**src/rtl/router_pkg.sv**
```systemverilog
// Shared definitions for the mesh router input stage: flit ids, defaults,
// arbiter port indices and the input-port state encoding.
package router_pkg;

  localparam int DEF_DATA_W = 32;
  localparam int DEF_LEN_W  = 12;

  localparam logic [2:0] HEADER = 3'b001;
  localparam logic [2:0] BODY   = 3'b010;
  localparam logic [2:0] TAIL   = 3'b100;

  // Bit positions of each direction in the arbiter's one-hot state vector
  localparam int L = 1;
  localparam int N = 2;
  localparam int E = 3;
  localparam int W = 4;
  localparam int S = 5;

  typedef enum logic [1:0] {
    IDLE = 2'd0,
    REQ  = 2'd1,
    XFER = 2'd2
  } port_state_e;

  function automatic logic is_header(input logic [2:0] id);
    return id == HEADER;
  endfunction

  function automatic logic is_tail(input logic [2:0] id);
    return id == TAIL;
  endfunction

endpackage

```
**src/rtl/router_input_port_sync_fifo.sv**
```systemverilog
// Synchronous FIFO with wrap-bit pointers and a combinational head read.
// A push while full is refused even when a pop happens in the same cycle.
module sync_fifo #(
  parameter int WIDTH = 35,
  parameter int DEPTH = 8
) (
  input  logic             clk,
  input  logic             rst,
  input  logic             push,
  input  logic [WIDTH-1:0] wdata,
  input  logic             pop,
  output logic [WIDTH-1:0] head,
  output logic             full,
  output logic             empty
);

  localparam int AW = $clog2(DEPTH);

  logic [WIDTH-1:0] mem_q [DEPTH];
  logic [AW:0]      wr_ptr_q, wr_ptr_d;
  logic [AW:0]      rd_ptr_q, rd_ptr_d;
  logic             do_push, do_pop;

  assign full  = (wr_ptr_q[AW] != rd_ptr_q[AW]) &&
                 (wr_ptr_q[AW-1:0] == rd_ptr_q[AW-1:0]);
  assign empty = (wr_ptr_q == rd_ptr_q);
  assign head  = mem_q[rd_ptr_q[AW-1:0]];

  always_comb begin
    do_push  = push && !full;
    do_pop   = pop && !empty;
    wr_ptr_d = wr_ptr_q + {{AW{1'b0}}, do_push};
    rd_ptr_d = rd_ptr_q + {{AW{1'b0}}, do_pop};
  end

  always_ff @(posedge clk) begin
    if (rst) begin
      wr_ptr_q <= '0;
      rd_ptr_q <= '0;
    end else begin
      wr_ptr_q <= wr_ptr_d;
      rd_ptr_q <= rd_ptr_d;
    end
  end

  // Storage is not reset; clearing the pointers makes old contents invisible
  always_ff @(posedge clk) begin
    if (do_push) begin
      mem_q[wr_ptr_q[AW-1:0]] <= wdata;
    end
  end

endmodule

```
**src/rtl/router_input_port.sv**
```systemverilog
// Per-direction router input stage: buffers flits, requests the arbiter for
// each packet headed by a HEADER flit and drains it on grant until the TAIL.
module router_input_port
  import router_pkg::*;
#(
  parameter int DATA_W = DEF_DATA_W,
  parameter int DEPTH  = 8,
  parameter int LEN_W  = DEF_LEN_W
) (
  input  logic                clk,
  input  logic                rst,
  input  logic [3+DATA_W-1:0] in_flit,
  input  logic                in_valid,
  output logic                in_ready,
  input  logic                grant,
  output logic                req,
  output logic [2:0]          flit_id,
  output logic [LEN_W-1:0]    length,
  output logic [3+DATA_W-1:0] out_flit,
  output logic                out_valid,
  output logic                drop_err
);

  localparam int FW = 3 + DATA_W;

  port_state_e       state_q, state_d;
  logic [FW-1:0]     head;
  logic [2:0]        head_id;
  logic              full, empty;
  logic              push, pop;
  logic              req_c, xfer_c, drop_c;

  sync_fifo #(
    .WIDTH (FW),
    .DEPTH (DEPTH)
  ) u_fifo (
    .clk   (clk),
    .rst   (rst),
    .push  (push),
    .wdata (in_flit),
    .pop   (pop),
    .head  (head),
    .full  (full),
    .empty (empty)
  );

  assign head_id = head[FW-1 -: 3];

  always_comb begin
    state_d = state_q;
    pop     = 1'b0;
    req_c   = 1'b0;
    xfer_c  = 1'b0;
    drop_c  = 1'b0;
    case (state_q)
      IDLE: begin
        if (!empty) begin
          if (is_header(head_id)) begin
            state_d = REQ;
          end else begin
            // Orphan flit with no packet context: discard it
            pop    = 1'b1;
            drop_c = 1'b1;
          end
        end
      end
      REQ: begin
        req_c = 1'b1;
        if (grant) begin
          state_d = XFER;
        end
      end
      XFER: begin
        req_c = 1'b1;
        // Losing grant mid-packet just stalls; the packet resumes on re-grant
        if (grant && !empty) begin
          xfer_c = 1'b1;
          pop    = 1'b1;
          if (is_tail(head_id)) begin
            state_d = IDLE;
          end
        end
      end
      default: begin
        state_d = IDLE;
      end
    endcase
  end

  always_ff @(posedge clk) begin
    if (rst) begin
      state_q <= IDLE;
    end else begin
      state_q <= state_d;
    end
  end

  // Every output is forced low while rst is high
  assign in_ready  = !full && !rst;
  assign push      = in_valid && in_ready;
  assign req       = req_c && !rst;
  assign out_valid = xfer_c && !rst;
  assign drop_err  = drop_c && !rst;
  assign flit_id   = (!rst && !empty) ? head_id : 3'b000;
  assign length    = (!rst && !empty && is_header(head_id)) ? head[LEN_W-1:0] : '0;
  assign out_flit  = out_valid ? head : '0;

endmodule

```
**config.mk**
```make
export PLATFORM = sky130hd
export DESIGN_NAME = router_input_port
export DESIGN_NICKNAME = d
export VERILOG_FILES = /design/src/rtl/router_pkg.sv /design/src/rtl/router_input_port_sync_fifo.sv /design/src/rtl/router_input_port.sv
export SDC_FILE = /design/constraint.sdc
export NUM_CORES = 1
export LEC_CHECK = 0
export ABC_AREA = 1
export BUFFER_PORTS_ARGS = -buffer_cell sky130_fd_sc_hd__buf_4
export CAP_MARGIN = 20
export CORE_MARGIN = 4
export CORE_UTILIZATION = 35
export CTS_CLUSTER_DIAMETER = 100
export CTS_CLUSTER_SIZE = 10
export DETAILED_ROUTE_END_ITERATION = 12
export PLACE_DENSITY = 0.56
export SYNTH_ARGS = -nofsm -noshare
export SYNTH_HDL_FRONTEND = slang
export SYNTH_SLANG_ARGS = --single-unit
```
**constraint.sdc**
```tcl
create_clock -name clk -period 5.97 [get_ports clk]
set_input_delay 0.8955 -clock clk [delete_from_list [all_inputs] [get_ports clk]]
set_output_delay 0.8955 -clock clk [all_outputs]
set_load 0.01 [all_outputs]
```
Word level (Yosys, flattened, before mapping)
Memory sizes are Yosys's and may differ from the RTL's. A register that Yosys moved wholly into a read port is not among the register bits.
Cells that the tools add are included.
{"block": "op_classes", "n_addsub": 2, "n_eq_ne": 12, "n_mux": 19, "reduce_logical": 17}
{"operator": "2-to-1 mux 35 bit", "count": 1}
{"operator": "2-to-1 mux 12 bit", "count": 1}
{"operator": "logical AND 1 bit", "count": 11}
{"operator": "2-to-1 mux 2 bit", "count": 5}
{"operator": "inequality test 2 bit, second input constant", "count": 5}
{"operator": "adder 4 x 1 -> 4 bit", "count": 2}
{"operator": "2-to-1 mux 1 bit", "count": 8}
{"operator": "2-to-1 mux 3 bit", "count": 2}
{"operator": "case mux 2 bit (3 select lines)", "count": 1}
{"operator": "AND reduction 5 bit", "count": 1}
{"operator": "== test 4 bit", "count": 1}
{"operator": "== test 3 x 1 -> 1 bit, second input constant", "count": 1}
{"operator": "== test 3 bit", "count": 1}
{"operator": "== test 3 bit, second input constant", "count": 1}
{"operator": "zero test 1 bit", "count": 3}
{"operator": "== test 2 x 1 -> 1 bit, second input constant", "count": 1}
{"operator": "== test 2 bit, second input constant", "count": 1}
{"operator": "zero test 2 bit", "count": 1}
{"operator": "case mux 1 bit (2 select lines)", "count": 1}
{"operator": "OR reduction 2 bit", "count": 1}
{"operator": "inequality test 1 bit", "count": 1}
{"block": "totals", "register_bits": 10, "ramBits": 280, "inputBits": 39, "out_inout_bits": 54, "memories": 1}
{"memory": "u_fifo.mem_q", "depth": 8, "word_bits": 35, "rd": 1, "rd_clocked_by_memory_dff": 1, "write_ports": 1, "line": "router_input_port_sync_fifo.sv:19", "source": "logic [WIDTH-1:0] mem_q [DEPTH];"}

Logic depth before layout (Yosys ltp)
{"block": "depth", "ltp_word": 8, "ltp_mapped": 15, "mapped_depth_nobuf": 13}

By module
A second synthesis with hierarchy kept.
{"block": "hier_totals", "cells_unflattened": 1071, "hier_area_um2": 12254.3}
{"mod": "sync_fifo", "n_inst": 1, "cells_each": 933, "area_per_inst_um2": 11584.9, "seq_area_each_um2": 8568.2}
{"mod": "router_input_port", "n_inst": 1, "cells_each": 138, "area_per_inst_um2": 669.4, "seq_area_each_um2": 40.0}

Worst setup path after synthesis
Ideal clock, no wire load.
{"block": "synth_path", "path_kind": "input to register", "start": "in rst", "end": "mem u_fifo.mem_q[0][0], enable pin", "arrival_time_ns": 3.062, "required_ns": 5.543, "setup_slack_ns": 2.481, "cell_stages": 6, "path_buffers": 1, "cell_sequence": "clkbuf_1 inv_1 nand2_1 nor2_1 nand2_1 nor2_1"}
{"block": "synth_via", "elab_chain_cells": 6}
{"element": "start, declared", "line": "router_input_port.sv:11", "source": "input logic rst,"}
{"element": "zero test 1 bit", "line": "router_input_port.sv:99", "source": "assign in_ready = !full && !rst;"}
{"element": "logical AND 1 bit", "line": "router_input_port.sv:99"}
{"element": "logical AND 1 bit", "line": "router_input_port.sv:100", "source": "assign push = in_valid && in_ready;"}
{"element": "logical AND 1 bit", "line": "router_input_port_sync_fifo.sv:30", "source": "do_push = push && !full;"}
{"element": "2-to-1 mux 1 bit", "line": "router_input_port_sync_fifo.sv:48", "source": "if (do_push) begin"}
{"element": "2-to-1 mux 1 bit (implied by the code)", "line": "router_input_port_sync_fifo.sv:49", "source": "mem_q[wr_ptr_q[AW-1:0]] <= wdata;"}
{"element": "end, declared", "line": "router_input_port_sync_fifo.sv:19"}
No other way between the ends.

Worst setup path in the final report
{"block": "layout_path", "start": "reg u_fifo.rd_ptr_q[0]", "end": "out out_flit[22]"}
{"block": "layout_via", "elab_chain_cells": 7}
{"element": "start, declared", "line": "router_input_port_sync_fifo.sv:21", "source": "logic [AW:0] rd_ptr_q, rd_ptr_d;"}
{"element": "start signal, assigned", "line": "router_input_port_sync_fifo.sv:42", "source": "rd_ptr_q <= rd_ptr_d;"}
{"element": "== test 4 bit", "line": "router_input_port_sync_fifo.sv:26", "source": "assign empty = (wr_ptr_q == rd_ptr_q);"}
{"element": "zero test 1 bit", "line": "router_input_port.sv:76", "source": "if (grant && !empty) begin"}
{"element": "logical AND 1 bit", "line": "router_input_port.sv:76"}
{"element": "2-to-1 mux 1 bit", "line": "router_input_port.sv:76"}
{"element": "2-to-1 mux 1 bit", "line": "router_input_port.sv:55", "source": "case (state_q)"}
{"element": "logical AND 1 bit", "line": "router_input_port.sv:102", "source": "assign out_valid = xfer_c && !rst;"}
{"element": "2-to-1 mux 35 bit", "line": "router_input_port.sv:106", "source": "assign out_flit = out_valid ? head : '0;"}
{"element": "end, declared", "line": "router_input_port.sv:19", "source": "output logic [3+DATA_W-1:0] out_flit,"}
No other way between the ends.

==> flow_summary.ini <==
[outcome]
status = completed

[sta]
finalHoldViolCount = 0
setup_viol = 0
drv_slew = 0
max_slew.worst_pin.slew_ns = 1.00
rsz0062_at_grt = no
min_period_over_period_pct = 80.3
fmax_ghz = 0.209
fin_worst_skew_ns = 0.0164
whs_ns = 0.490
fin_crit_ns = 4.80
slew_headroom_pct = 33.3
setup_tns_ns = 0

[detailed_routing]
antenna_left = 0
first_pass_iters = 4
drtIter0Drc = 580
drcViolationCount = 0
wire_per_inst_um = 18.6
vias = 7370
routed_wl_um = 27500
viasPerCell = 5.00

[cts]
hold_buffers = 0
path_clk_slew_ns = 0.06
clock_latency_ns = 0.50
htreeDepth = 2
cts_setup_buffers = 0
clock_path_buffers = 3
root_buffer = clkbuf_16
cts_buffers = 34
tritoncts = built
cts.repair.resized = 0
cts_num_sinks = 290

[synthesis]
yosysTopAreaCell = edfxtp_1
synth.top_cell.area_share_pct = 70.6
ys_ff_latch = 290
syn_nets = 983
syn_area_um2 = 11900
syn_inst = 936
synth.distinct_cells = 30
yosysWarningCount = 0
synth-edff-count = 280
ys_seq_area_share_pct = 72.2
synth-main-ff-cell = edfxtp_1
ys_async_sr_fraction_pct = 0
synthTopCellsByArea = edfxtp_1 71%, nand2_1 4.9%, nor2_1 4.0%
syn_avg_cell_area_um2 = 12.7

[grt]
grt_pass1_wl_um = 42500
grtUsageTotal_pct = 14.8
grt-ovfl-total = 0
grt_antenna_before_repair = 0
grt_start_max_net_pins = 98
grt_pass1_vias = 7342

[floorplanning]
die_w_um = 193
die_y_um = 193
dieArea_um2 = 37100
rows = 67
initial_core_util_pct = 35.5
coreArea_um2 = 33500
io_pins = 93

[critical_path]
cp.required_ns = 5.07
crit_arrival_ns = 3.90
worstReg2RegEnd = u_fifo.mem_q[0][25]$_DFFE_PP_
reg2reg_depth = 10
critPathKind = reg2out
end_kind = primary output
crit_fanout = 97
r2r-start = u_fifo.rd_ptr_q[0]$_SDFF_PP0_
critical_path.startpoint_type = flip-flop
r2r_setup_slack_ns = 1.92

[flow_run]
maxCapViolCount = 0

[cells_and_area]
mostFrequentLayoutCells = 280 x edfxtp_1, 155 x nand2_1, 118 x nor2_1
final_common_cell = edfxtp_1
area_growth_pct = 17.0
final-seq-area_um2 = 8610
post-route-util_pct = 41.6
antenna_cells = 0
fillers = 3179
multiInputGateArea_um2 = 2810
nets = 1067
layoutNonFillerInstCount = 1475
drive_gt1_share_pct = 18.3

[worst_hold_path]
worstHoldStart = u_fifo.wr_ptr_q[3]$_SDFF_PP0_
whs_endpoint = u_fifo.wr_ptr_q[3]$_SDFF_PP0_
min_path_cells = 2
hp-class = reg2reg

[placed_design]
globalplace.congestion = 0.725
dp_cells = 1432
hpwl_um = 15500
io_buffers = 92

[pwr]
ir_drop_uv = 195
p_leak_nw = 4.99
power_density_nw_per_um2 = 356
where the power goes:
group	switching, mW	total [mW]	leakage [nW]	internal [mW]
sequential	0.0803	2.34	2.61	2.26
clock	0.720	1.82	0.463	1.10
combinational	0.535	0.799	1.91	0.264
Yosys cell counts, types with 7 or more instances:
master and n:
buf_2 25, dfxtp_1 10, o22ai_1 13, o21ai_0 63
nand2_2 8, nand3_1 18, a21oi_1 62, buf_6 7
o221ai_1 12, buf_4 9, a32o_1 20, nor2_1 126
edfxtp_1 280, a22oi_1 20, inv_1 47, nand2_1 155
ha_1 8, a211oi_2 15, clkbuf_1 16
critical path, stage by stage (launching register included):
cell and delay, ns:
dfxtp_4 0.99, inv_4 0.61, nand2_1 0.19, nand2_1 0.06, nor2_1 0.17, nand2_2 0.09, nand2_2 0.08, nor2_2 0.04
inv_2 0.06, nor2_4 0.03, inv_2 0.67, a211oi_2 0.09, buf_4 0.20
layer usage:
metal	GRT usage, %	up-vias	share of wire (%)
met2	24.4	182	49
met1	20.4	3620	45
met5	0	-	0
li1	-	3533	-
met4	3.68	0	1.7
met3	2.68	35	4.5
metrics by stage:
stage | setup WS, ns | power, mW | area (µm²)
floorplan | 2.48 | 2.96 | 11900
global placement | 1.60 | 3.20 | 13000
detailed placement | 1.58 | 3.20 | 13000
CTS | 1.04 | 5.03 | 13900
global route | 0.646 | 5.20 | 13900
finish | 1.17 | 4.96 | 13900
logic make-up (layout without fill, tap and decap cells):
kind of cell / after synthesis / after routing / share of synthesized area (%)
xor+xnor: 2 / 2 / 0.147
simple gates: 314 / 314 / 10.5
fa+ha+maj: 8 / 8 / 0.840
flops: 290 / 290 / 72.2
buf+inv: 112 / 203 / 4.66
compound gates: 210 / 210 / 11.6
state kept, by name, summed over array words and instances, names as in the netlist:
signal and flops:
state_q 2, u_fifo.wr_ptr_q 4, u_fifo.mem_q 280, u_fifo.rd_ptr_q 4
final cells by class:
class / count / share of cell area [%]
Sequential cell: 290 / 61.8
Multi-Input combinational cell: 534 / 20.2
Clock buffer: 43 / 6.80
Timing Repair Buffer: 107 / 5.76
Tap cell: 448 / 4.02
Inverter: 53 / 1.47
worst max path at each step:
stage,startpoint,endpoint,slack [ns],cells past startpoint
detailed placement,u_fifo.rd_ptr_q[0]$_SDFF_PP0_,out_flit[14],1.58,12
global route,u_fifo.rd_ptr_q[0]$_SDFF_PP0_,out_flit[13],0.65,12
global placement,u_fifo.rd_ptr_q[0]$_SDFF_PP0_,out_flit[22],1.60,12
floorplan,rst,u_fifo.mem_q[0][0]$_DFFE_PP_,2.48,6
CTS,u_fifo.rd_ptr_q[0]$_SDFF_PP0_,out_flit[14],1.04,12
finish,u_fifo.rd_ptr_q[0]$_SDFF_PP0_,out_flit[22],1.17,12
(Power assumes the default switching activity.)
